File: config.mk
export PLATFORM = sky130hd
export DESIGN_NAME = bram_sp_ctrl
export DESIGN_NICKNAME = d
export VERILOG_FILES = /design/src/rtl/bram_sp_ctrl.sv
export SDC_FILE = /design/constraint.sdc
export NUM_CORES = 1
export LEC_CHECK = 0
export BUFFER_PORTS_ARGS = -buffer_cell sky130_fd_sc_hd__buf_2
export CAP_MARGIN = 0
export CORE_ASPECT_RATIO = 1.1
export CORE_MARGIN = 5
export CORE_UTILIZATION = 35
export DETAILED_ROUTE_END_ITERATION = 7
export GPL_TIMING_DRIVEN = 0
export REMOVE_ABC_BUFFERS = 1
export SLEW_MARGIN = 40
export SYNTH_ARGS = -nofsm -noshare
export SYNTH_HDL_FRONTEND = slang
export SYNTH_SLANG_ARGS = --single-unit
File: constraint.sdc
create_clock -name clk -period 4.7 [get_ports clk]
set_input_delay 0.705 -clock clk [delete_from_list [all_inputs] [get_ports clk]]
set_output_delay 0.705 -clock clk [all_outputs]
set_load 0.05 [all_outputs]
File: src/rtl/bram_sp_ctrl.sv
// Single-port BRAM front end: valid/ready request arbitration, 2-deep read response buffer, full-memory clear sweep.
// Optional BRAM_SP_CTRL_STATS_EN adds accepted-read / accepted-write counters.
//
// state | meaning
// IDLE  | accepting requests; clear_start moves to CLEAR
// CLEAR | writing CLEAR_VALUE to every address, requests blocked
module bram_sp_ctrl #(
    parameter int WIDTH = 36,
    parameter int DEPTH = 1024,
    parameter logic [WIDTH-1:0] CLEAR_VALUE = '0,
    localparam int AW = $clog2(DEPTH)
) (
    input  logic             clk,
    input  logic             rst,
    input  logic             clear_start,
    output logic             clear_busy,
    input  logic             req_valid,
    output logic             req_ready,
    input  logic             req_rw,
    input  logic [AW-1:0]    req_addr,
    input  logic [WIDTH-1:0] req_data,
    output logic             rsp_valid,
    input  logic             rsp_ready,
    output logic [WIDTH-1:0] rsp_data,
    output logic             bram_en,
    output logic             bram_rw,
    output logic [AW-1:0]    bram_addr,
    output logic [WIDTH-1:0] bram_din,
    input  logic [WIDTH-1:0] bram_dout
`ifdef BRAM_SP_CTRL_STATS_EN
    ,
    output logic [31:0]      stat_rd_cnt,
    output logic [31:0]      stat_wr_cnt
`endif
);

    typedef enum logic {IDLE, CLEAR} state_t;

    localparam logic [AW:0] LAST_ADDR = (AW+1)'(DEPTH - 1);

    state_t           state, state_nx;
    logic [AW:0]      clr_cnt, clr_cnt_nx;
    logic [WIDTH-1:0] fifo_mem [2];
    logic             wr_ptr, rd_ptr;
    logic [1:0]       fifo_cnt;
    logic             inflight;
    logic             pop, push, rd_ok, rd_fire;
    logic [2:0]       occ;

    assign rsp_valid = !rst && (fifo_cnt != 2'd0);
    assign rsp_data  = fifo_mem[rd_ptr];
    assign pop       = rsp_valid && rsp_ready;
    assign push      = inflight;

    // A read in flight already owns a buffer slot; a same-cycle pop frees one.
    assign occ   = 3'(fifo_cnt) + 3'(inflight) - 3'(pop);
    assign rd_ok = occ < 3'd2;

    always_comb begin
        state_nx   = state;
        clr_cnt_nx = clr_cnt;
        req_ready  = 1'b0;
        clear_busy = 1'b0;
        bram_en    = 1'b0;
        bram_rw    = 1'b0;
        bram_addr  = '0;
        bram_din   = '0;
        rd_fire    = 1'b0;
        if (!rst) begin
            case (state)
                IDLE: begin
                    if (clear_start) begin
                        state_nx = CLEAR;
                    end else begin
                        req_ready = req_rw || rd_ok;
                        if (req_valid && req_ready) begin
                            bram_en   = 1'b1;
                            bram_rw   = req_rw;
                            bram_addr = req_addr;
                            bram_din  = req_rw ? req_data : '0;
                            rd_fire   = !req_rw;
                        end
                    end
                end
                CLEAR: begin
                    clear_busy = 1'b1;
                    bram_en    = 1'b1;
                    bram_rw    = 1'b1;
                    bram_addr  = clr_cnt[AW-1:0];
                    bram_din   = CLEAR_VALUE;
                    if (clr_cnt == LAST_ADDR) begin
                        state_nx   = IDLE;
                        clr_cnt_nx = '0;
                    end else begin
                        clr_cnt_nx = clr_cnt + 1'b1;
                    end
                end
                default: state_nx = IDLE;
            endcase
        end
    end

    always_ff @(posedge clk) begin
        if (rst) begin
            state    <= IDLE;
            clr_cnt  <= '0;
            fifo_cnt <= 2'd0;
            inflight <= 1'b0;
            wr_ptr   <= 1'b0;
            rd_ptr   <= 1'b0;
        end else begin
            state    <= state_nx;
            clr_cnt  <= clr_cnt_nx;
            inflight <= rd_fire;
            if (push) wr_ptr <= ~wr_ptr;
            if (pop)  rd_ptr <= ~rd_ptr;
            case ({push, pop})
                2'b10:   fifo_cnt <= fifo_cnt + 2'd1;
                2'b01:   fifo_cnt <= fifo_cnt - 2'd1;
                default: fifo_cnt <= fifo_cnt;
            endcase
        end
    end

    // BRAM data is valid the cycle after a read was issued.
    always_ff @(posedge clk) begin
        if (!rst && push) fifo_mem[wr_ptr] <= bram_dout;
    end

`ifdef BRAM_SP_CTRL_STATS_EN
    logic wr_fire;
    assign wr_fire = bram_en && bram_rw && !clear_busy;

    always_ff @(posedge clk) begin
        if (rst) begin
            stat_rd_cnt <= '0;
            stat_wr_cnt <= '0;
        end else begin
            if (rd_fire) stat_rd_cnt <= stat_rd_cnt + 32'd1;
            if (wr_fire) stat_wr_cnt <= stat_wr_cnt + 32'd1;
        end
    end
`endif

endmodule

==> impl_metrics.env, run 1 <==
export IMPL_status="completed"
export IMPL_skew_ns=0.00508
export IMPL_regArea_um2=2530
export IMPL_areaGrowthSynthToFinish_pct=34.0
export IMPL_syn_area_um2=3930
export IMPL_final_cell_mix="buf_2 (175), edfxtp_1 (72), and2_1 (39)"
export IMPL_layout_commonest_cell="buf_2"
export IMPL_seqPwrFrac=0.491
export IMPL_period_minus_slack_ns=4.10
export IMPL_yosys_warnings=0
export IMPL_critPathMostFrequentCell="buf_2"
export IMPL_crit_family="compound AO/OA/AOI/OAI gates"
export IMPL_cts_buffer_depth=2
export IMPL_avgViaCountPerCell=4.58
export IMPL_worst_ep_required_time_ns=3.99
export IMPL_cp_max_fo=15
export IMPL_crit_chain="buf_2, o21ba_2, and2_1, ha_1, nand2b_1, fa_1, xnor2_1, a21o_1, a31oi_4, nor2_2, buf_2"
export IMPL_synth_cell_types=43
export IMPL_cp_arrival_ns=3.40
export IMPL_ys_ff_latch=90
export IMPL_fp_dieW_um=111
export IMPL_swShare=0.246
export IMPL_grtUsageTotal=0.140
export IMPL_vdd_ir_drop_max_v=0.000129
export IMPL_drc=0
export IMPL_slew_viol_final=0
export IMPL_vias=2749
export IMPL_rsz0062_at_grt="false"
export IMPL_worst_slack_ns=0.596
export IMPL_synth_edf_count=72
export IMPL_port_buffers=174
export IMPL_maxCapViolCount=0
export IMPL_hold_viol=0
export IMPL_cts_root_buf="clkbuf_16"
export IMPL_dp_slack_ns=0.552
export IMPL_antenna_found_initial=0
export IMPL_cp_end_kind="primary output"
export IMPL_gp_congestion=0.810
export IMPL_die_area_um2=13400
export IMPL_h_tree_depth=3
export IMPL_p_clk_frac=0.397
export IMPL_post_cts_buffers=0
export IMPL_cp_start_kind="input pin"
export IMPL_p_per_area_nw_per_um2=341
export IMPL_p_leak_nw=2.23
export IMPL_slowest_stage="a31oi_4"
export IMPL_slew_headroom=0.474
export IMPL_first_iter_violations=112
export IMPL_synth_top_area_share=0.550
export IMPL_path_buf_inv=2
export IMPL_dp_hpwl_um=7190
export IMPL_multi_input_area_um2=1320
export IMPL_finalNetCount=540
export IMPL_combinationalPowerShare=0.111
export IMPL_grt_max_degree=37
export IMPL_synth_largest_area_cell="edfxtp_1"
export IMPL_worstMarginPinSlew_ns=0.788
export IMPL_hp_class="flop to flop"
export IMPL_diodes=0
export IMPL_clkLatencyLatePin_ns=0.33
export IMPL_drive_above_1_share=0.492
export IMPL_slowest_delay_ns=0.43
export IMPL_postSynthCellCount=269
export IMPL_postRouteAntennaNets=0
export IMPL_grt_pass1_wl_um=14500
export IMPL_dr_pass1_iters=4
export IMPL_synthArstFlopShare=0
export IMPL_holdWs_ns=0.512
export IMPL_num_io_pins=175
export IMPL_cts_buffers=9
export IMPL_clock_fmax_mhz=244
export IMPL_cts_tree="yes"
export IMPL_synth_area_per_cell_um2=14.6
export IMPL_synth_seq_area_share=0.642
export IMPL_p_int_mw=1.35
export IMPL_p_sw_mw=0.442
export IMPL_ys_dominant_reg_cell="edfxtp_1"
export IMPL_min_period_over_period=0.873
export IMPL_synthTopCellsByArea="edfxtp_1 (55%), dfxtp_1 (9.2%), mux2_1 (8.6%)"
export IMPL_rows=40
export IMPL_setup_viol=0
export IMPL_criticalPathCategory="input pin to primary output"
export IMPL_coreArea_um2=11000
export IMPL_fillers=1017
export IMPL_initial_utilization=0.358
export IMPL_cts_resized=0
export IMPL_clkTransAtPathRegs_ns=0.07
export IMPL_grt_pass1_vias=2933
export IMPL_postCtsHoldBufs=0
export IMPL_final_util=0.480
export IMPL_grt_ovfl_total=0
export IMPL_routed_wl_um=9450
export IMPL_total_power_mw=1.79
export IMPL_fp_dieH_um=121
export IMPL_wl_per_cell_um=15.8
export IMPL_cts_sinks=90
==> kinds of logic after synthesis <==
| kind of cell | synth area share |
|---|---|
| muxes | 0.124 |
| buffers and inverters | 0.0239 |
| AOI/OAI and AO/OA | 0.0325 |
| and+or+nand+nor | 0.136 |
| adders and majority gates | 0.0147 |
| DFF | 0.642 |
| xor gates and xnor gates | 0.0268 |
==> area by class of cell <==
cell class	instances	area share
Timing Repair Buffer	179	0.173
Clock buffer	9	0.0428
Inverter	5	0.00357
Multi-Input combinational cell	163	0.251
Sequential cell	90	0.480
Clock inverter	7	0.0145
Tap cell	147	0.0349
==> cell usage after synthesis, types with 2 or more instances <==
cell	number
mux2_2	6
buf_6	3
a21oi_1	2
nand2_1	7
dfxtp_1	18
a32o_1	3
xnor2_1	4
xor2_1	8
mux2i_1	8
nand4_1	2
edfxtp_1	72
o21ai_1	2
ha_1	3
nor2_2	9
nor2_1	16
and3_1	4
buf_2	5
nand3_1	2
inv_2	2
inv_1	3
and2_1	39
mux2_1	30
==> power groups by stage <==
| stage | Sequential, mW | Combinational (mW) | Clock (mW) |
|---|---|---|---|
| after floorplan | 0.896 | 0.129 | 0 |
| after global routing | 0.882 | 0.214 | 0.765 |
| after detailed placement | 0.899 | 0.202 | 0 |
| after CTS | 0.882 | 0.202 | 0.733 |
| final | 0.881 | 0.200 | 0.712 |
| after global placement | 0.899 | 0.197 | 0 |
==> stage by stage <==
step,cell area [µm²],TNS [ns],std cells
3_3_place_gp,4910,-29.64,579
4_1_cts,5260,0,600
3_5_place_dp,4960,0,584
5_1_grt,5260,0,600
2_1_floorplan,3850,0,258
6_report,5260,0,600
==> final timing paths <==
| path | start | end | slack [ns] | cells after the start |
|---|---|---|---|---|
| setup / recovery | rst | bram_addr[6] | 0.60 | 11 |
| hold / removal | clr_cnt[0] | clr_cnt[0] | 0.51 | 2 |
| setup reg to reg | fifo_cnt[1] | inflight | 2.34 | 9 |
| hold reg to reg | clr_cnt[0] | clr_cnt[0] | 0.51 | 2 |
==> registers in the layout (all words and copies together) (netlist names), named ones only <==
signal and count:
fifo_mem 72, clr_cnt 11, fifo_cnt 2, inflight 1, rd_ptr 1, state 1, wr_ptr 1
==> per-layer routing <==
metal  routed length (µm)  global-route usage  share of wire
met1                 3810               0.152           0.40
met2                 4670               0.250           0.49
met3                  814              0.0439          0.086
met4                  155              0.0631          0.016
met5                    0                   0              0
==> worst reg2reg max path: stages, from the launching register on <==
cell and delay [ns]:
dfxtp_1 0.36, o21ba_2 0.25, and2_1 0.19, ha_1 0.33, nand2b_1 0.18, fa_1 0.38
xnor2_1 0.14, a21o_1 0.20, nand2_1 0.08, nor3b_1 0.18
No activity file was read; power rests on OpenSTA's default activity.
==> inputs of run 2 (changes only) <==
CTS_BUF_LIST = sky130_fd_sc_hd__clkbuf_8   (was unset)
PLACE_DENSITY = 0.63   (was unset)
RECOVER_POWER = 50   (was unset)
==> run 2 against run 1 <==
Compared with the run above: the run now ends with max-capacitance violations, max-slew violations left; setup slack gained 0.0015 ns; flip-flop and latch count is the same; critical path depth is the same; core utilization shrank 1.8 points; wire length shrank 3.7%; die area is the same; first-iteration DRC count shrank 43%; final area shrank 3.7%; total power shrank 16%; fmax is essentially flat.
==> impl_metrics.env, run 2 (same netlist as run 1, synthesis figures left out) <==
export IMPL_p_per_area_nw_per_um2=298
export IMPL_cp_arrival_ns=3.40
export IMPL_cp_end_kind="primary output"
export IMPL_period_minus_slack_ns=4.10
export IMPL_cts_root_buf="clkbuf_8"
export IMPL_num_io_pins=175
export IMPL_largest_registers="fifo_mem (72), clr_cnt (11), fifo_cnt (2)"
export IMPL_finalNonFillerCells=601
export IMPL_violations="max-capacitance violations, max-slew violations"
export IMPL_grt_pass1_wl_um=14400
export IMPL_holdWs_ns=0.519
export IMPL_status="complete, but fails checks"
export IMPL_hold_depth=2
export IMPL_dp_cells=585
export IMPL_h_tree_depth=3
export IMPL_port_buffers=174
export IMPL_grt_ovfl_total=0
export IMPL_grtUsageTotal=0.137
export IMPL_dp_slack_ns=0.565
export IMPL_largest_register_ffs=72
export IMPL_worst_ep_required_time_ns=3.99
export IMPL_seqPwrFrac=0.582
export IMPL_slowest_stage="a31oi_4"
export IMPL_postRouteAntennaNets=0
export IMPL_areaGrowthSynthToFinish_pct=29.0
export IMPL_rows=40
export IMPL_clock_fmax_mhz=244
export IMPL_coreArea_um2=11000
export IMPL_vdd_ir_drop_max_v=0.000109
export IMPL_total_power_mw=1.51
export IMPL_cts_buffers=9
export IMPL_swShare=0.260
export IMPL_wl_per_cell_um=15.1
export IMPL_cts_buffer_depth=2
export IMPL_slowest_delay_ns=0.43
export IMPL_grt_pass1_vias=2898
export IMPL_regArea_um2=2530
export IMPL_dp_hpwl_um=7060
export IMPL_min_period_over_period=0.873
export IMPL_avgViaCountPerCell=4.53
export IMPL_diodes=0
export IMPL_maxCapViolCount=1
export IMPL_drive_above_1_share=0.430
export IMPL_fillers=1035
export IMPL_final_util=0.462
export IMPL_cp_max_fo=15
export IMPL_cts_resized=0
export IMPL_slew_headroom=-0.140
export IMPL_initial_utilization=0.358
export IMPL_grt_max_degree=37
export IMPL_combinationalPowerShare=0.130
export IMPL_worst_slack_ns=0.597
export IMPL_post_cts_buffers=0
export IMPL_critPathMostFrequentCell="buf_2"
export IMPL_clkTransAtPathRegs_ns=0.07
export IMPL_reg2reg_depth=6
export IMPL_postCtsHoldBufs=0
export IMPL_crit_chain="buf_2, o21ba_1, and2_0, ha_1, nand2b_1, fa_1, xnor2_1, a21o_1, a31oi_4, nor2_2, buf_2"
export IMPL_setup_viol=0
export IMPL_final_cell_mix="buf_2 (159), edfxtp_1 (72), and2_1 (38)"
export IMPL_antenna_found_initial=0
export IMPL_cts_tree="yes"
export IMPL_slew_viol_final=37
export IMPL_fp_dieW_um=111
export IMPL_p_clk_frac=0.288
export IMPL_die_area_um2=13400
export IMPL_gp_congestion=0.825
export IMPL_rsz0062_at_grt="false"
export IMPL_drc=0
export IMPL_worstMarginPinSlew_ns=1.71
export IMPL_hp_class="flop to flop"
export IMPL_routed_wl_um=9100
export IMPL_p_leak_nw=2.12
export IMPL_hold_viol=0
export IMPL_criticalPathCategory="input pin to primary output"
export IMPL_cp_start_kind="input pin"
export IMPL_cts_sinks=90
export IMPL_largest_register="fifo_mem"
export IMPL_vias=2723
export IMPL_multi_input_area_um2=1300
export IMPL_finalNetCount=541
export IMPL_fp_dieH_um=121
export IMPL_p_int_mw=1.12
export IMPL_layout_commonest_cell="buf_2"
export IMPL_p_sw_mw=0.393
export IMPL_skew_ns=0.0119
export IMPL_first_iter_violations=64
export IMPL_clkLatencyLatePin_ns=0.35
export IMPL_dr_pass1_iters=4
[run 2: stage by stage]
step                setup TNS [ns]  area [µm²]
CTS                              0        5120
global route                     0        5070
detailed placement               0        4960
global placement            -28.85        4910
floorplan                        0        3850
finish                           0        5070
[run 2: final timing paths]
| path | to | start | slack, ns |
|---|---|---|---|
| setup / recovery | bram_addr[7] | rst | 0.60 |
| hold reg to reg | flop | rd_ptr | 0.52 |
| setup reg to reg | fifo_mem[0][13] | inflight | 2.24 |
| hold / removal | flop | rd_ptr | 0.52 |
[run 2: cell type report]
cell class	instances	share of cell area
sequential	90	0.499
multi-input combinational	163	0.256
timing repair buffer	180	0.173
tap	147	0.0363
clock buffer	9	0.0245
clock inverter	7	0.00741
inverter	5	0.00370
[run 2: routing by layer]
| metal | track usage | wire (µm) | vias up |
|---|---|---|---|
| met4 | 0.0416 | 81 | 0 |
| met2 | 0.246 | 4590 | 138 |
| met5 | 0 | 0 | - |
| li1 | - | - | 1326 |
| met1 | 0.157 | 3750 | 1252 |
| met3 | 0.0429 | 675 | 7 |
[run 2: power by group through the flow]
stage          logic (mW)  clock network (mW)  registers (mW)
6_report            0.196               0.436           0.880
2_1_floorplan       0.129                   0           0.896
4_1_cts             0.202               0.453           0.881
3_3_place_gp        0.196                   0           0.899
3_5_place_dp        0.201                   0           0.899
5_1_grt             0.212               0.488           0.882
[run 2: worst max-delay path, delay by kind of cell]
family                   cells  cell delay, ns
AO/OA/AOI/OAI                3            0.88
XOR/XNOR                     1            0.14
adder cells (fa/ha/maj)      2            0.73
buffers and inverters        2            0.49
AND/OR/NAND/NOR              3            0.44
